`config.mk`:
```
export PLATFORM = sky130hd
export DESIGN_NAME = branch_resolve_unit_flat
export DESIGN_NICKNAME = d
export VERILOG_FILES = /design/src/rtl/branch_resolve_unit_if.sv /design/src/rtl/branch_resolve_unit.sv /design/src/flat_wrapper.sv
export SDC_FILE = /design/constraint.sdc
export NUM_CORES = 1
export LEC_CHECK = 0
export CORE_MARGIN = 2
export CORE_UTILIZATION = 46
export CTS_BUF_LIST = sky130_fd_sc_hd__clkbuf_16
export CTS_CLUSTER_SIZE = 24
export DETAILED_ROUTE_END_ITERATION = 10
export PLACE_DENSITY = 0.8
export REMOVE_ABC_BUFFERS = 1
export SYNTH_ARGS = -nofsm -noshare
export SYNTH_HDL_FRONTEND = slang
export SYNTH_SLANG_ARGS = --single-unit
export TNS_END_PERCENT = 10
```
`constraint.sdc`:
```
create_clock -name i_clk -period 3.23 [get_ports i_clk]
set_clock_uncertainty 0.05 [all_clocks]
set_input_delay 0.969 -clock i_clk [delete_from_list [all_inputs] [get_ports i_clk]]
set_output_delay 0.969 -clock i_clk [all_outputs]
set_load 0.005 [all_outputs]
```
`src/rtl/branch_resolve_unit_if.sv`:
```
// EX-stage branch resolution bus: decode-time prediction read, EX resolution inputs,
// redirect/flush outputs and statistics.
interface branch_resolve_unit_if #(
    parameter int unsigned ADDR_W = 32,
    parameter int unsigned CNT_W  = 16
);
    logic [ADDR_W-1:0] i_id_pc;
    logic              o_id_pred_taken;
    logic              i_ex_valid;
    logic [ADDR_W-1:0] i_ex_pc;
    logic              i_ex_pred_taken;
    logic              i_zero;
    logic              i_jump;
    logic              i_beq;
    logic              i_bne;
    logic [1:0]        o_pc_src;
    logic              o_kill1;
    logic              o_kill2;
    logic              o_mispredict;
    logic [CNT_W-1:0]  o_br_cnt;
    logic [CNT_W-1:0]  o_mis_cnt;

    modport master (
        output i_id_pc, i_ex_valid, i_ex_pc, i_ex_pred_taken, i_zero, i_jump, i_beq, i_bne,
        input  o_id_pred_taken, o_pc_src, o_kill1, o_kill2, o_mispredict, o_br_cnt, o_mis_cnt
    );

    modport slave (
        input  i_id_pc, i_ex_valid, i_ex_pc, i_ex_pred_taken, i_zero, i_jump, i_beq, i_bne,
        output o_id_pred_taken, o_pc_src, o_kill1, o_kill2, o_mispredict, o_br_cnt, o_mis_cnt
    );
endinterface

```
`src/rtl/branch_resolve_unit.sv`:
```
// EX-stage branch/jump resolution with a 2-bit saturating-counter BHT, PC-source select,
// pipeline kill generation and saturating branch/mispredict statistics.
module branch_resolve_unit #(
    parameter int unsigned ADDR_W    = 32,
    parameter int unsigned BHT_DEPTH = 16,
    parameter int unsigned PREDICT   = 1,
    parameter int unsigned CNT_W     = 16,
    localparam int unsigned IDX_W    = $clog2(BHT_DEPTH)
) (
    input  logic                 i_clk,
    input  logic                 i_rst,
    branch_resolve_unit_if.slave br
);

    localparam logic [1:0] CntStrongNt = 2'b00;
    localparam logic [1:0] CntWeakNt   = 2'b01;
    localparam logic [1:0] CntStrongT  = 2'b11;

    localparam logic [1:0] SrcSeq     = 2'b00;
    localparam logic [1:0] SrcJump    = 2'b01;
    localparam logic [1:0] SrcBranch  = 2'b10;
    localparam logic [1:0] SrcRecover = 2'b11;

    logic [1:0]       bht_q [BHT_DEPTH];
    logic [1:0]       bht_upd;
    logic [CNT_W-1:0] br_cnt_q, br_cnt_d;
    logic [CNT_W-1:0] mis_cnt_q, mis_cnt_d;

    logic [IDX_W-1:0] id_idx;
    logic [IDX_W-1:0] ex_idx;
    logic             cond;
    logic             taken;
    logic             pred;
    logic             mis;
    logic             jump_go;

    // Only the index bits of the PCs address the table; the rest are intentionally ignored.
    logic unused_pc_bits;
    assign unused_pc_bits = ^{br.i_id_pc, br.i_ex_pc};

    assign id_idx = br.i_id_pc[IDX_W+1:2];
    assign ex_idx = br.i_ex_pc[IDX_W+1:2];

    function automatic logic [1:0] sat_step(input logic [1:0] cnt, input logic up);
        if (up) begin
            return (cnt == CntStrongT) ? cnt : cnt + 2'b01;
        end
        return (cnt == CntStrongNt) ? cnt : cnt - 2'b01;
    endfunction

    // Reset masks resolution so a branch in the reset cycle neither redirects nor trains.
    always_comb begin
        cond    = br.i_ex_valid & (br.i_beq | br.i_bne) & ~i_rst;
        taken   = (br.i_beq & br.i_zero) | (br.i_bne & ~br.i_zero);
        pred    = (PREDICT != 0) ? br.i_ex_pred_taken : 1'b0;
        mis     = cond & (taken != pred);
        jump_go = br.i_ex_valid & br.i_jump & ~(br.i_beq | br.i_bne) & ~i_rst;
        bht_upd = sat_step(bht_q[ex_idx], taken);
    end

    always_comb begin
        br.o_pc_src     = SrcSeq;
        br.o_kill1      = 1'b0;
        br.o_kill2      = 1'b0;
        br.o_mispredict = mis;
        if (mis && taken) begin
            br.o_pc_src = SrcBranch;
            br.o_kill1  = 1'b1;
            br.o_kill2  = 1'b1;
        end else if (mis) begin
            br.o_pc_src = SrcRecover;
            br.o_kill1  = 1'b1;
            br.o_kill2  = 1'b1;
        end else if (jump_go) begin
            br.o_pc_src = SrcJump;
            br.o_kill1  = 1'b1;
        end
    end

    // Plain array read: a same-cycle update to this index is only seen after the edge.
    always_comb begin
        br.o_id_pred_taken = 1'b0;
        if ((PREDICT != 0) && !i_rst) begin
            br.o_id_pred_taken = bht_q[id_idx][1];
        end
    end

    always_comb begin
        br_cnt_d  = br_cnt_q;
        mis_cnt_d = mis_cnt_q;
        if (cond && (br_cnt_q != '1)) begin
            br_cnt_d = br_cnt_q + CNT_W'(1);
        end
        if (mis && (mis_cnt_q != '1)) begin
            mis_cnt_d = mis_cnt_q + CNT_W'(1);
        end
    end

    // Table trains even in static mode so a switch to dynamic prediction starts warm.
    always_ff @(posedge i_clk) begin
        if (i_rst) begin
            bht_q     <= '{default: CntWeakNt};
            br_cnt_q  <= '0;
            mis_cnt_q <= '0;
        end else begin
            if (cond) begin
                bht_q[ex_idx] <= bht_upd;
            end
            br_cnt_q  <= br_cnt_d;
            mis_cnt_q <= mis_cnt_d;
        end
    end

    assign br.o_br_cnt  = br_cnt_q;
    assign br.o_mis_cnt = mis_cnt_q;

endmodule

```
`src/flat_wrapper.sv`:
```
// flat-port wrapper written by rule: the top's interface ports become plain ports
module branch_resolve_unit_flat 
#(
    parameter int unsigned ADDR_W    = 32,
    parameter int unsigned BHT_DEPTH = 16,
    parameter int unsigned PREDICT   = 1,
    parameter int unsigned CNT_W     = 16,
    localparam int unsigned IDX_W    = $clog2(BHT_DEPTH)
)
  (i_clk, i_rst, br_i_id_pc, br_i_ex_valid, br_i_ex_pc, br_i_ex_pred_taken, br_i_zero, br_i_jump, br_i_beq, br_i_bne, br_o_id_pred_taken, br_o_pc_src, br_o_kill1, br_o_kill2, br_o_mispredict, br_o_br_cnt, br_o_mis_cnt);
  branch_resolve_unit_if #(.ADDR_W(ADDR_W), .CNT_W(CNT_W)) br_i ();
  input  logic i_clk;
  input  logic i_rst;
  input wire logic [$bits(br_i.i_id_pc)-1:0] br_i_id_pc;
  input wire logic [$bits(br_i.i_ex_valid)-1:0] br_i_ex_valid;
  input wire logic [$bits(br_i.i_ex_pc)-1:0] br_i_ex_pc;
  input wire logic [$bits(br_i.i_ex_pred_taken)-1:0] br_i_ex_pred_taken;
  input wire logic [$bits(br_i.i_zero)-1:0] br_i_zero;
  input wire logic [$bits(br_i.i_jump)-1:0] br_i_jump;
  input wire logic [$bits(br_i.i_beq)-1:0] br_i_beq;
  input wire logic [$bits(br_i.i_bne)-1:0] br_i_bne;
  output wire logic [$bits(br_i.o_id_pred_taken)-1:0] br_o_id_pred_taken;
  output wire logic [$bits(br_i.o_pc_src)-1:0] br_o_pc_src;
  output wire logic [$bits(br_i.o_kill1)-1:0] br_o_kill1;
  output wire logic [$bits(br_i.o_kill2)-1:0] br_o_kill2;
  output wire logic [$bits(br_i.o_mispredict)-1:0] br_o_mispredict;
  output wire logic [$bits(br_i.o_br_cnt)-1:0] br_o_br_cnt;
  output wire logic [$bits(br_i.o_mis_cnt)-1:0] br_o_mis_cnt;
  assign br_i.i_id_pc = br_i_id_pc;
  assign br_i.i_ex_valid = br_i_ex_valid;
  assign br_i.i_ex_pc = br_i_ex_pc;
  assign br_i.i_ex_pred_taken = br_i_ex_pred_taken;
  assign br_i.i_zero = br_i_zero;
  assign br_i.i_jump = br_i_jump;
  assign br_i.i_beq = br_i_beq;
  assign br_i.i_bne = br_i_bne;
  assign br_o_id_pred_taken = br_i.o_id_pred_taken;
  assign br_o_pc_src = br_i.o_pc_src;
  assign br_o_kill1 = br_i.o_kill1;
  assign br_o_kill2 = br_i.o_kill2;
  assign br_o_mispredict = br_i.o_mispredict;
  assign br_o_br_cnt = br_i.o_br_cnt;
  assign br_o_mis_cnt = br_i.o_mis_cnt;
  branch_resolve_unit #(.ADDR_W(ADDR_W), .BHT_DEPTH(BHT_DEPTH), .PREDICT(PREDICT), .CNT_W(CNT_W)) u_core (.i_clk(i_clk), .i_rst(i_rst), .br(br_i));
endmodule
```
== Word-level counts from Yosys, hierarchy flattened ==
Index checks and enable logic that the tools add are counted.

* Flip-flop bits (word level): 64
* Bits of input ports: 72
* Output and inout port bits: 38
* Word-level logic and storage cells: 72

* $add $sub $neg: 4
* $lt $le $gt $ge: 3
* Eq/ne operators: 4
* Multiplexer cells: 23
* Bitwise gates (word level): 15
* Reduce and logical (&&, ||, !) cells: 5

{| class="wikitable"
|+ Operators by type and width
! cell !! count
|-
| $add 16x1->16 const B || 2
|-
| $bwmux 32 || 1
|-
| $ne 16x16->1 const B || 2
|-
| $mux 2 || 11
|-
| $bmux 2 s4 || 2
|-
| $ge 5x5->1 const B || 2
|-
| $not 4->5 || 2
|-
| $and 1x1->1 || 8
|-
| $demux 2 s4 || 1
|-
| $mux 1 || 8
|-
| $lt 5x1->1 const B || 1
|-
| $logic_and 1x1->1 || 4
|-
| $not 1->1 || 3
|-
| $add 2x1->2 const B || 1
|-
| $eq 2x2->1 const B || 1
|-
| $logic_not 2->1 || 1
|-
| $or 1x1->1 || 2
|-
| $sub 2x1->2 const B || 1
|-
| $ne 1x1->1 || 1
|}

== Longest topological paths before layout ==
* Word-level depth: 9
* Mapped depth: 7
* Gate-level depth less buffers: 6

== Worst setup path before layout ==
No wires, ideal clock.

* Path type: input-to-output
* From: in br_i_id_pc[2]
* To: out br_o_id_pred_taken
* Arrival time: 2051 ps
* Required time: 2211 ps
* Setup slack: 160 ps
* Stages: 3
* Buffers on the path: 0
* Path through: mux4_2 -> mux4_2 -> and2_1

* Longest elaborated chain between the ends: 5

{| class="wikitable"
|+ RTL lines
! what !! RTL line !! RTL
|-
| from (decl) || flat_wrapper.sv:14 || <nowiki>input wire logic [$bits(br_i.i_id_pc)-1:0] br_i_id_pc;</nowiki>
|-
| $not 4->5 (not written as such) || branch_resolve_unit.sv:84 || <nowiki>br.o_id_pred_taken = bht_q[id_idx][1];</nowiki>
|-
| $bmux 2 s4 || branch_resolve_unit.sv:84 ||
|-
| $mux 2 (not written as such) (2 in series) || branch_resolve_unit.sv:84 ||
|-
| $mux 1 || branch_resolve_unit.sv:83 || <nowiki>if ((PREDICT != 0) && !i_rst) begin</nowiki>
|-
| to (decl) || flat_wrapper.sv:22 || <nowiki>output wire logic [$bits(br_i.o_id_pred_taken)-1:0] br_o_id_pred_taken;</nowiki>
|}

No other way between the ends. The select of a mux whose other input is x is not followed.

== Worst setup path after layout ==
Same ends and word-level chain as after synthesis.

==> impl_metrics.env <==
export IMPL_dr_pass1_iters=5
export IMPL_cts_tree="built"
export IMPL_reg2reg_to="u_core.br.o_br_cnt[2]"
export IMPL_dieArea_sq_um=7900
export IMPL_io_pins=110
export IMPL_viasPerCell=5.86
export IMPL_crit_fanout=4
export IMPL_grt_max_degree=45
export IMPL_cts_max_level=3
export IMPL_dieHeight_microns=88.9
export IMPL_fillers=569
export IMPL_outcome="finished, violations left"
export IMPL_grt_pass1_wl_microns=13800
export IMPL_numCtsBuffers=9
export IMPL_irDropWorstVdd_mv=0.307
export IMPL_fp_dieW_microns=88.9
export IMPL_path_common_cell="mux4_2"
export IMPL_synth_area_leaders="dfxtp_1, mux4_2, a21oi_1, mux2i_1, nor2_1"
export IMPL_synth_largest_area_cell="dfxtp_1"
export IMPL_worst_pin_slew_ns=0.980
export IMPL_io_buffers=53
export IMPL_crit_required_ns=2.21
export IMPL_finalSetupViolations=1
export IMPL_crit_type="primary input to output port"
export IMPL_ant_nets=0
export IMPL_initial_core_util=0.483
export IMPL_max_slew_margin=0.341
export IMPL_path_cells="buf_8 > mux4_2 > mux4_2 > and2_4 > buf_6"
export IMPL_maxCapViolCount=0
export IMPL_synth_edff_count=0
export IMPL_drv_slew=0
export IMPL_coreArea_sq_um=6870
export IMPL_diodes=0
export IMPL_post_dp_hpwl_microns=6030
export IMPL_min_path_cells=2
export IMPL_finalCriticalPeriod_ns=3.29
export IMPL_min_to="u_core.bht_q[4]"
export IMPL_cp_end_kind="output port"
export IMPL_violations="negative setup slack"
export IMPL_synth_seq_cells=64
export IMPL_num_rows=30
export IMPL_drc=0
export IMPL_drt_wl_total_microns=8630
export IMPL_syn_avg_cell_area_sq_um=8.96
export IMPL_antenna_found_initial=0
export IMPL_critPathLaunchType="primary input"
export IMPL_grt_pass1_vias=2943
export IMPL_place_ws_ns=-1.02
export IMPL_final_cell_count_no_fill=550
export IMPL_crit_arrival_ns=2.28
export IMPL_min_from="u_core.bht_q[4]"
export IMPL_drive_gt1_frac=0.196
export IMPL_ff2ff_path_depth=6
export IMPL_area_delta_synth_final_pct=33.7
export IMPL_async_flop_share=0
export IMPL_synth_cells=370
export IMPL_timing_final_crit_share=1.02
export IMPL_synth_ff_type="dfxtp_1"
export IMPL_cts_buffer_depth=2
export IMPL_reg2reg_slack_ns=0.88
export IMPL_fin_ws_ns=-0.0648
export IMPL_slowest_delay_ns=0.48
export IMPL_rsz0062_at_grt="yes"
export IMPL_fmax_mhz=304
export IMPL_synth_top_area_frac=0.386
export IMPL_synth_cell_types=45
export IMPL_synth_area_sq_um=3320
export IMPL_multi_input_area_sq_um=1960
export IMPL_seq_area_sq_um=1280
export IMPL_p_per_area_nw_per_um2=420
export IMPL_dpl_cell_count=530
export IMPL_yosysSeqAreaShare=0.386
export IMPL_nets=524
export IMPL_grt_use_total=0.226
export IMPL_clkTransAtPathRegs_ns=0.05
export IMPL_worst_path_max_delay_cell="mux4_2"
export IMPL_yosysWarnings=0
export IMPL_drt_iter0_drc=216
export IMPL_hold_ws_ns=0.418
export IMPL_cts_root_buffer="clkbuf_16"
export IMPL_globalplace_congestion=0.860
export IMPL_hp_class="flip-flop to flip-flop"
export IMPL_wl_per_cell_microns=15.7
export IMPL_clock_sinks=64
export IMPL_reg2reg_from="u_core.br.o_br_cnt[1]"
export IMPL_clock_latency_ns=0.32
export IMPL_leakagePower_uw=0.00164
export IMPL_ctsHoldBuffers=0
export IMPL_hold_violations=0
export IMPL_via_count=3225
export IMPL_grt_remaining_overflow=0
[layout make-up]
| class | count | area share |
|---|---|---|
| inverters | 7 | 0.00593 |
| clock buffers | 9 | 0.0508 |
| flip-flops and latches | 64 | 0.289 |
| clock inverters | 6 | 0.0116 |
| multi-input cells | 282 | 0.442 |
| well taps | 96 | 0.0271 |
| repair buffers | 86 | 0.173 |
[power by group]
part,total (uW),switching (uW),internal (uW)
clock network,911,330,581
registers,802,5.64,796
logic,150,78.9,71.4
[Yosys cell counts (3+ instances only)]
cell / count
a211oi_1: 5
a21oi_1: 34
a31o_2: 3
and4_1: 5
clkbuf_1: 12
dfxtp_1: 64
inv_1: 6
mux2_2: 5
mux2i_1: 17
mux4_2: 13
nand2_1: 28
nand2b_1: 3
nand3_1: 20
nand4_1: 12
nor2_1: 38
nor2b_1: 7
nor3_1: 8
nor4_1: 7
o21ai_0: 18
o311ai_0: 3
o31ai_1: 7
o41ai_1: 4
or2_2: 4
or3_1: 6
or4_1: 5
xnor2_1: 10
[sequential cells by signal, indices dropped and copies added, names as in the netlist]
| signal | flops |
|---|---|
| u_core.br.o_br_cnt | 16 |
| u_core.br.o_mis_cnt | 16 |
| u_core.bht_q | 32 |
[worst max-delay path by stage]
stage	slack (ns)	cells past startpoint	start	end
floorplan	0.16	3	br_i_id_pc[2]	br_o_id_pred_taken
global placement	-0.97	5	br_i_id_pc[2]	br_o_id_pred_taken
detailed placement	-1.02	5	br_i_id_pc[2]	br_o_id_pred_taken
CTS	-0.08	5	br_i_id_pc[2]	br_o_id_pred_taken
global route	-0.09	5	br_i_id_pc[2]	br_o_id_pred_taken
finish	-0.06	5	br_i_id_pc[2]	br_o_id_pred_taken
[cell usage in the layout (no fill, tap or decap), drive strengths merged, types with 4 or more instances in the layout]
master and n:
nand2 28, clkdlybuf4s50 39, and4 5, buf 36
dfxtp 64, o41ai 4, nor3 8, mux4 13
or3 6, mux2i 17, a21oi 34, clkbuf 16
nor2 38, nand4 12, dlygate4sd2 4, nand3 20
or2 5, nor4 7, o31ai 7, o21ai 20
or4 5, inv 6, nor2b 8, a211oi 5
xnor2 10, mux2 6, clkinv 6
[metrics by stage]
stage               power, uW   util  instance area, sq um  setup TNS, ns
detailed placement        962  0.599                  4120          -5.55
finish                   1860  0.645                  4430        -0.0648
global route             1930  0.645                  4430         -0.130
global placement          958  0.599                  4120          -4.85
floorplan                 869      -                  3230              0
CTS                      1880  0.647                  4440         -0.242
[metal layers]
metal / vias up / GRT usage / routed length (microns)
li1: 1546 / - / -
met1: 1551 / 0.279 / 3680
met2: 118 / 0.385 / 4320
met3: 10 / 0.0600 / 510
met4: 0 / 0.0744 / 114
met5: - / 0 / 0
[worst max-delay path, delay by kind of cell]
family	cells	cell delay, ns
and+or+nand+nor	1	0.16
muxes	2	0.95
buffers and inverters	2	0.20
[logic make-up (layout without fill, tap and decap cells)]
group,Yosys count,after routing,synth area share
buffers and inverters,24,108,0.0324
DFF,64,64,0.386
xor gates and xnor gates,10,10,0.0264
and+or+nand+nor,152,152,0.236
AOI/OAI and AO/OA,80,80,0.145
adders and majority gates,4,4,0.0140
muxes,36,36,0.160
[what timing repair did]
action | CTS | global route
endpoints found under the setup margin | 6 | 6
resized for setup | 36 | 12
pin swaps | 3 | 4
hold endpoints to repair | 0 | 0
gates cloned | 0 | 0
setup buffers | 4 | 1
Power figures use the tool's default switching activity.
